$ cat config.mk
export PLATFORM = sky130hd
export DESIGN_NAME = seg7_scan_ctrl
export DESIGN_NICKNAME = d
export VERILOG_FILES = /design/src/rtl/seg7_pkg.sv /design/src/rtl/seg7_tick_gen.sv /design/src/rtl/seg7_scan_ctrl.sv
export SDC_FILE = /design/constraint.sdc
export NUM_CORES = 1
export LEC_CHECK = 0
export BUFFER_PORTS_ARGS = -buffer_cell sky130_fd_sc_hd__buf_2
export CAP_MARGIN = 30
export CORE_ASPECT_RATIO = 0.7
export CORE_UTILIZATION = 57
export CTS_CLUSTER_DIAMETER = 50
export DETAILED_ROUTE_END_ITERATION = 16
export PLACE_DENSITY = 0.83
export SLEW_MARGIN = 25
export SYNTH_ARGS = -nofsm -noshare
export SYNTH_HDL_FRONTEND = slang
export SYNTH_HIERARCHICAL = 1
export SYNTH_SLANG_ARGS = --single-unit
$ cat constraint.sdc
create_clock -name clk -period 5.1 [get_ports clk]
set_input_delay 1.02 -clock clk [delete_from_list [all_inputs] [get_ports clk]]
set_output_delay 1.02 -clock clk [all_outputs]
set_load 0.005 [all_outputs]
$ cat src/rtl/seg7_pkg.sv
// Shared definitions for the multiplexed 7-segment display family.
//   hex_to_seg : 4-bit nibble -> active-high {g,f,e,d,c,b,a} pattern
//   SEG_BLANK  : all segments off
//   SEG_DASH   : middle segment only
package seg7_pkg;

  localparam logic [6:0] SEG_BLANK = 7'h00;
  localparam logic [6:0] SEG_DASH  = 7'h40;

  function automatic logic [6:0] hex_to_seg(input logic [3:0] nib);
    logic [6:0] seg;
    unique case (nib)
      4'h0: seg = 7'h3F;
      4'h1: seg = 7'h06;
      4'h2: seg = 7'h5B;
      4'h3: seg = 7'h4F;
      4'h4: seg = 7'h66;
      4'h5: seg = 7'h6D;
      4'h6: seg = 7'h7D;
      4'h7: seg = 7'h07;
      4'h8: seg = 7'h7F;
      4'h9: seg = 7'h6F;
      4'hA: seg = 7'h77;
      4'hB: seg = 7'h7C;
      4'hC: seg = 7'h39;
      4'hD: seg = 7'h5E;
      4'hE: seg = 7'h79;
      4'hF: seg = 7'h71;
    endcase
    return seg;
  endfunction

endpackage

$ cat src/rtl/seg7_tick_gen.sv
// Scan prescaler for seg7_scan_ctrl.
//   clk, rst    : clock, asynchronous active-low reset
//   sub_idx     : PWM sub-slot index 0..7 within the current digit slot
//   dig         : digit currently scanned, 0..N_DIGITS-1
//   frame_start : high while all counters are zero (first cycle of a frame)
// Internally sub_cnt divides clk by SUB to step sub_idx; sub_idx wrapping steps dig.
module seg7_tick_gen #(
  parameter int unsigned N_DIGITS = 8,
  parameter int unsigned SUB      = 1,
  parameter int unsigned DIG_W    = 3
) (
  input  logic             clk,
  input  logic             rst,
  output logic [2:0]       sub_idx,
  output logic [DIG_W-1:0] dig,
  output logic             frame_start
);

  // Keep at least one bit so SUB == 1 still elaborates cleanly.
  localparam int unsigned CntW = (SUB > 1) ? $clog2(SUB) : 1;

  logic [CntW-1:0]  sub_cnt_q, sub_cnt_d;
  logic [2:0]       sub_idx_q, sub_idx_d;
  logic [DIG_W-1:0] dig_q, dig_d;

  logic sub_wrap, idx_wrap, dig_wrap;

  assign sub_wrap = (sub_cnt_q == CntW'(SUB - 1));
  assign idx_wrap = (sub_idx_q == 3'd7);
  assign dig_wrap = (dig_q == DIG_W'(N_DIGITS - 1));

  always_comb begin
    sub_cnt_d = sub_wrap ? '0 : sub_cnt_q + 1'b1;
    sub_idx_d = sub_idx_q;
    dig_d     = dig_q;
    if (sub_wrap) begin
      sub_idx_d = sub_idx_q + 3'd1;
      if (idx_wrap) begin
        dig_d = dig_wrap ? '0 : dig_q + 1'b1;
      end
    end
  end

  always_ff @(posedge clk or negedge rst) begin
    if (!rst) begin
      sub_cnt_q <= '0;
      sub_idx_q <= '0;
      dig_q     <= '0;
    end else begin
      sub_cnt_q <= sub_cnt_d;
      sub_idx_q <= sub_idx_d;
      dig_q     <= dig_d;
    end
  end

  assign sub_idx     = sub_idx_q;
  assign dig         = dig_q;
  assign frame_start = (sub_cnt_q == '0) && (sub_idx_q == 3'd0) && (dig_q == '0);

endmodule

$ cat src/rtl/seg7_scan_ctrl.sv
// Multiplexed 7-segment display controller with two 8-bit segment buses.
//   clk, rst   : clock, asynchronous active-low reset
//   data       : hex nibble per digit, digit i = data[4i+3:4i]
//   dp, blank  : per-digit decimal point / force-dark
//   lz_en      : leading-zero suppression enable
//   bright     : PWM level 0..7 (enable duty = (bright+1)/8)
//   an         : one-hot digit enable
//   seg0, seg1 : {dp,g,f,e,d,c,b,a} for digits 0..N/2-1 and N/2..N-1
//   frame_tick : one-cycle pulse when the shadow registers load
// All outputs are registered; ACTIVE_LOW inverts an/seg0/seg1 (not frame_tick).
module seg7_scan_ctrl
  import seg7_pkg::*;
#(
  parameter int unsigned N_DIGITS   = 8,
  parameter int unsigned CLK_HZ     = 100_000_000,
  parameter int unsigned SCAN_HZ    = 4000,
  parameter bit          ACTIVE_LOW = 1'b0
) (
  input  logic                  clk,
  input  logic                  rst,
  input  logic [4*N_DIGITS-1:0] data,
  input  logic [N_DIGITS-1:0]   dp,
  input  logic [N_DIGITS-1:0]   blank,
  input  logic                  lz_en,
  input  logic [2:0]            bright,
  output logic [N_DIGITS-1:0]   an,
  output logic [7:0]            seg0,
  output logic [7:0]            seg1,
  output logic                  frame_tick
);

  localparam int unsigned Slot = CLK_HZ / SCAN_HZ;
  localparam int unsigned Sub  = Slot / 8;
  localparam int unsigned DigW = $clog2(N_DIGITS);
  localparam int unsigned Half = N_DIGITS / 2;

  localparam logic [N_DIGITS-1:0] AnPol  = {N_DIGITS{ACTIVE_LOW}};
  localparam logic [7:0]          SegPol = {8{ACTIVE_LOW}};

  logic [2:0]      sub_idx;
  logic [DigW-1:0] dig;
  logic            frame_start;

  seg7_tick_gen #(
    .N_DIGITS (N_DIGITS),
    .SUB      (Sub),
    .DIG_W    (DigW)
  ) u_tick_gen (
    .clk         (clk),
    .rst         (rst),
    .sub_idx     (sub_idx),
    .dig         (dig),
    .frame_start (frame_start)
  );

  // Shadow registers, loaded once per frame.
  logic [4*N_DIGITS-1:0] data_q;
  logic [N_DIGITS-1:0]   dp_q, blank_q;
  logic                  lz_q;
  logic [2:0]            bright_q;

  always_ff @(posedge clk or negedge rst) begin
    if (!rst) begin
      data_q   <= '0;
      dp_q     <= '0;
      blank_q  <= '1;
      lz_q     <= 1'b0;
      bright_q <= 3'd0;
    end else if (frame_start) begin
      data_q   <= data;
      dp_q     <= dp;
      blank_q  <= blank;
      lz_q     <= lz_en;
      bright_q <= bright;
    end
  end

  // The boundary cycle itself must already display the values being latched,
  // so the decode sees the inputs on that cycle and the shadows otherwise.
  logic [4*N_DIGITS-1:0] data_s;
  logic [N_DIGITS-1:0]   dp_s, blank_s;
  logic                  lz_s;
  logic [2:0]            bright_s;

  assign data_s   = frame_start ? data   : data_q;
  assign dp_s     = frame_start ? dp     : dp_q;
  assign blank_s  = frame_start ? blank  : blank_q;
  assign lz_s     = frame_start ? lz_en  : lz_q;
  assign bright_s = frame_start ? bright : bright_q;

  logic [N_DIGITS-1:0] suppress;
  logic                any_nz;
  logic [3:0]          nib;
  logic                dark;
  logic [7:0]          code;
  logic                lower;
  logic [N_DIGITS-1:0] an_d;
  logic [7:0]          seg0_d, seg1_d;

  always_comb begin
    // Scan from the top digit down: digit i is a leading zero when nothing
    // at or above it is non-zero. Digit 0 is never suppressed.
    suppress = '0;
    any_nz   = 1'b0;
    for (int i = N_DIGITS - 1; i >= 1; i--) begin
      any_nz      = any_nz | (data_s[4*i +: 4] != 4'h0);
      suppress[i] = lz_s & ~any_nz;
    end

    nib   = data_s[{dig, 2'b00} +: 4];
    dark  = blank_s[dig] | suppress[dig];
    code  = dark ? {1'b0, SEG_BLANK} : {dp_s[dig], hex_to_seg(nib)};
    lower = (dig < DigW'(Half));

    an_d   = (sub_idx <= bright_s) ? (N_DIGITS'(1) << dig) : '0;
    seg0_d = lower ? code : 8'h00;
    seg1_d = lower ? 8'h00 : code;
  end

  always_ff @(posedge clk or negedge rst) begin
    if (!rst) begin
      an         <= AnPol;
      seg0       <= SegPol;
      seg1       <= SegPol;
      frame_tick <= 1'b0;
    end else begin
      an         <= an_d ^ AnPol;
      seg0       <= seg0_d ^ SegPol;
      seg1       <= seg1_d ^ SegPol;
      frame_tick <= frame_start;
    end
  end

endmodule

==> impl_metrics.tcl <==
set metrics [dict create \
    clkLatencyLatePin_ps 340 \
    maxSlewHeadroom_pct 49.9 \
    arrival_ps 4230 \
    cpPeakStageDelay_ps 570 \
    synth_top_area_share_pct 43.6 \
    drive_above_1_share_pct 39.5 \
    io_pins 79 \
    setup_violations 0 \
    postSynthAreaPerCell_um2 12.6 \
    holdCritPathClass "register to register" \
    die-width_um 114 \
    skew_ps 10.6 \
    dp_slack_ps 1180 \
    tightest_slew_ps 746 \
    cp-end-kind "register" \
    syn_to_final_growth_pct 15.8 \
    overflow 0 \
    drtPass1Iterations 5 \
    ctsResizeCount 0 \
    routedWlPerCell_um 18.0 \
    worst_slack_ps 1120 \
    crit_required_ps 5360 \
    path_delay_family "simple AND/OR/NAND/NOR gates" \
    grt_usage_pct 25.5 \
    die-height_um 80.3 \
    clk_pin_slew_worst_paths_ps 60 \
    tns_ps 0 \
    synthArstFlopShare_pct 100 \
    ir_drop_v 0.000265 \
    hpwlAfterDp_um 7700 \
    synth_edf_count 0 \
    finalHoldViolations 0 \
    powerDensity_nw_per_um2 285 \
    yosysTopAreaCell "dfrtp_1" \
    drv_cap 0 \
    antenna_cells 0 \
    synth.cell_area_um2 4990 \
    period_share_pct 77.9 \
    syn_nets 466 \
    clockBufferDepth 2 \
    start_util_pct 58.9 \
    placed_cell_area_um2 5460 \
    vias 3517 \
    cts_max_level 3 \
    numPortBuffers 78 \
    ys_ff_latch 95 \
    max_freq_mhz 252 \
    drc 0 \
    crit_chain "inv_1 > ha_1 > or4b_4 > nor4_2 > buf_12 > mux4_2 > a22oi_1 > nand2_1 > ha_1 > nand2_1 > o22ai_1 > a311o_1 > nor2_1" \
    core-area_um2 8480 \
    slew_violations 0 \
    grt_pass1_wl_um 17400 \
    final_core_util_pct 68.2 \
    yosys_warnings 6 \
    synth_flop_cell "dfrtp_1" \
    cts_sinks 95 \
    wirelength_um 10700 \
    die_area_um2 9140 \
    worstSetupStartpointType "register" \
    routed_via_density 5.92 \
    yosysSeqAreaShare_pct 47.8 \
    core.rowCount 28 \
    cts_tree "yes" \
    status "finished, final reports clean" \
    rsz0062_at_grt "false" \
    fin_crit_ps 3980 \
    p_leak_nw 2.55 \
    synthCells 396 \
    gp_congestion 0.867 \
    cts_hold_buf 0 \
    cp_num_buf_inv 2 \
    antenna_left 0 \
    slowest_stage "mux4_2" \
    post_cts_buffers 0 \
    final_nets 539 \
    crit_fanout 82 \
    drt_iter0_drc 300 \
    first_global_vias 3365 \
    synth_area_leaders "dfrtp_1 (44%), mux2_2 (11%), mux4_2 (10%), dfstp_2 (4.2%), ha_1 (4.0%)" \
    synth_cell_type_count 57 \
    grt_start_max_net_pins 83 \
    critical_path_class "register to register" \
    final_cell_area_um2 5780 \
    cts_root_buffer "clkbuf_16" \
    tritoncts.num_buffers 9 \
    antenna_found_initial 0 \
]
[sequential cells by signal (all words and copies together) (netlist names), 3 cells and up]
signal,count
data_q,32
u_tick_gen/sub_cnt_q,12
an,8
blank_q,8
dp_q,8
seg0,8
seg1,8
bright_q,3
u_tick_gen/dig,3
u_tick_gen/sub_idx,3
[routing by layer]
| layer | wire (µm) | track usage (%) |
|---|---|---|
| met1 | 5150 | 37.8 |
| met2 | 4630 | 37.3 |
| met3 | 808 | 6.57 |
| met4 | 107 | 7.01 |
| met5 | 0 | 0 |
[worst paths after layout]
| check | startpoint | end | slack [ps] | cells after the start |
|---|---|---|---|---|
| max reg2reg | u_tick_gen/sub_cnt_q[0] | seg0[0] | 1120 | 13 |
| max in group asynchronous | rst | data_q[7] | 3390 | 2 |
| min in group asynchronous | rst | u_tick_gen/sub_cnt_q[8] | 690 | 1 |
| min reg2reg | dp_q[5] | dp_q[5] | 510 | 1 |
| max | u_tick_gen/sub_cnt_q[0] | seg0[0] | 1120 | 13 |
| min | dp_q[5] | dp_q[5] | 510 | 1 |
[cell usage in the layout (no fill, tap or decap), drive strengths merged, types with 6 or more instances in the layout]
cell type,count
dfrtp,87
buf,82
mux2,56
nor2,31
mux4,23
nand2,20
inv,18
ha,16
nor3,13
clkbuf,13
mux2i,11
nor4,11
nand3,9
a22oi,8
dfstp,8
xor2,6
[report_power, final]
part	internal (W)	leakage, nW	total [W]	switching [W]
Sequential	0.000782	1.17	0.000797	0.0000146
Clock	0.000456	0.160	0.000727	0.000271
Combinational	0.0000600	1.22	0.000125	0.0000653
[synthesized netlist by cell type (all sizes together), types with 2 or more instances]
cell type,count
clkbuf,9
inv,18
a21oi,5
dfrtp,87
xor2,6
nor2,31
and2,2
nand4,5
and4,2
and3,4
mux2i,11
mux2,56
nor4,11
o2bb2ai,2
or3,2
mux4,23
a211oi,2
nor2b,3
or3b,2
nor3,13
nand3b,2
ha,16
buf,11
nand3,9
a22oi,8
nand2b,2
xnor2,4
o21ai,4
dfstp,8
nand2,20
[logic make-up after synthesis]
logic type                 synth area share (%)
AOI/OAI and AO/OA                          4.54
DFF                                        47.8
buffers and inverters                      3.91
adders and majority gates                  4.01
and+or+nand+nor                            12.5
muxes                                      25.5
xor gates and xnor gates                   1.75
[through the flow]
stage | hold slack [ps] | std cells | power [W]
2_1_floorplan | 452 | 396 | 0.000868
3_3_place_gp | 467 | 578 | 0.000928
3_5_place_dp | 494 | 578 | 0.000935
4_1_cts | 508 | 594 | 0.00166
5_1_grt | 536 | 594 | 0.00170
6_report | 507 | 594 | 0.00165
[area by class of cell]
cell class | instances | area (µm²)
fillers | 645 | 2700
clock buffers | 13 | 260
flip-flops and latches | 95 | 2390
clock inverters | 3 | 65.1
repair buffers | 82 | 435
well taps | 120 | 150
multi-input cells | 263 | 2420
inverters | 18 | 67.6
No activity file was read; power rests on OpenSTA's default activity.
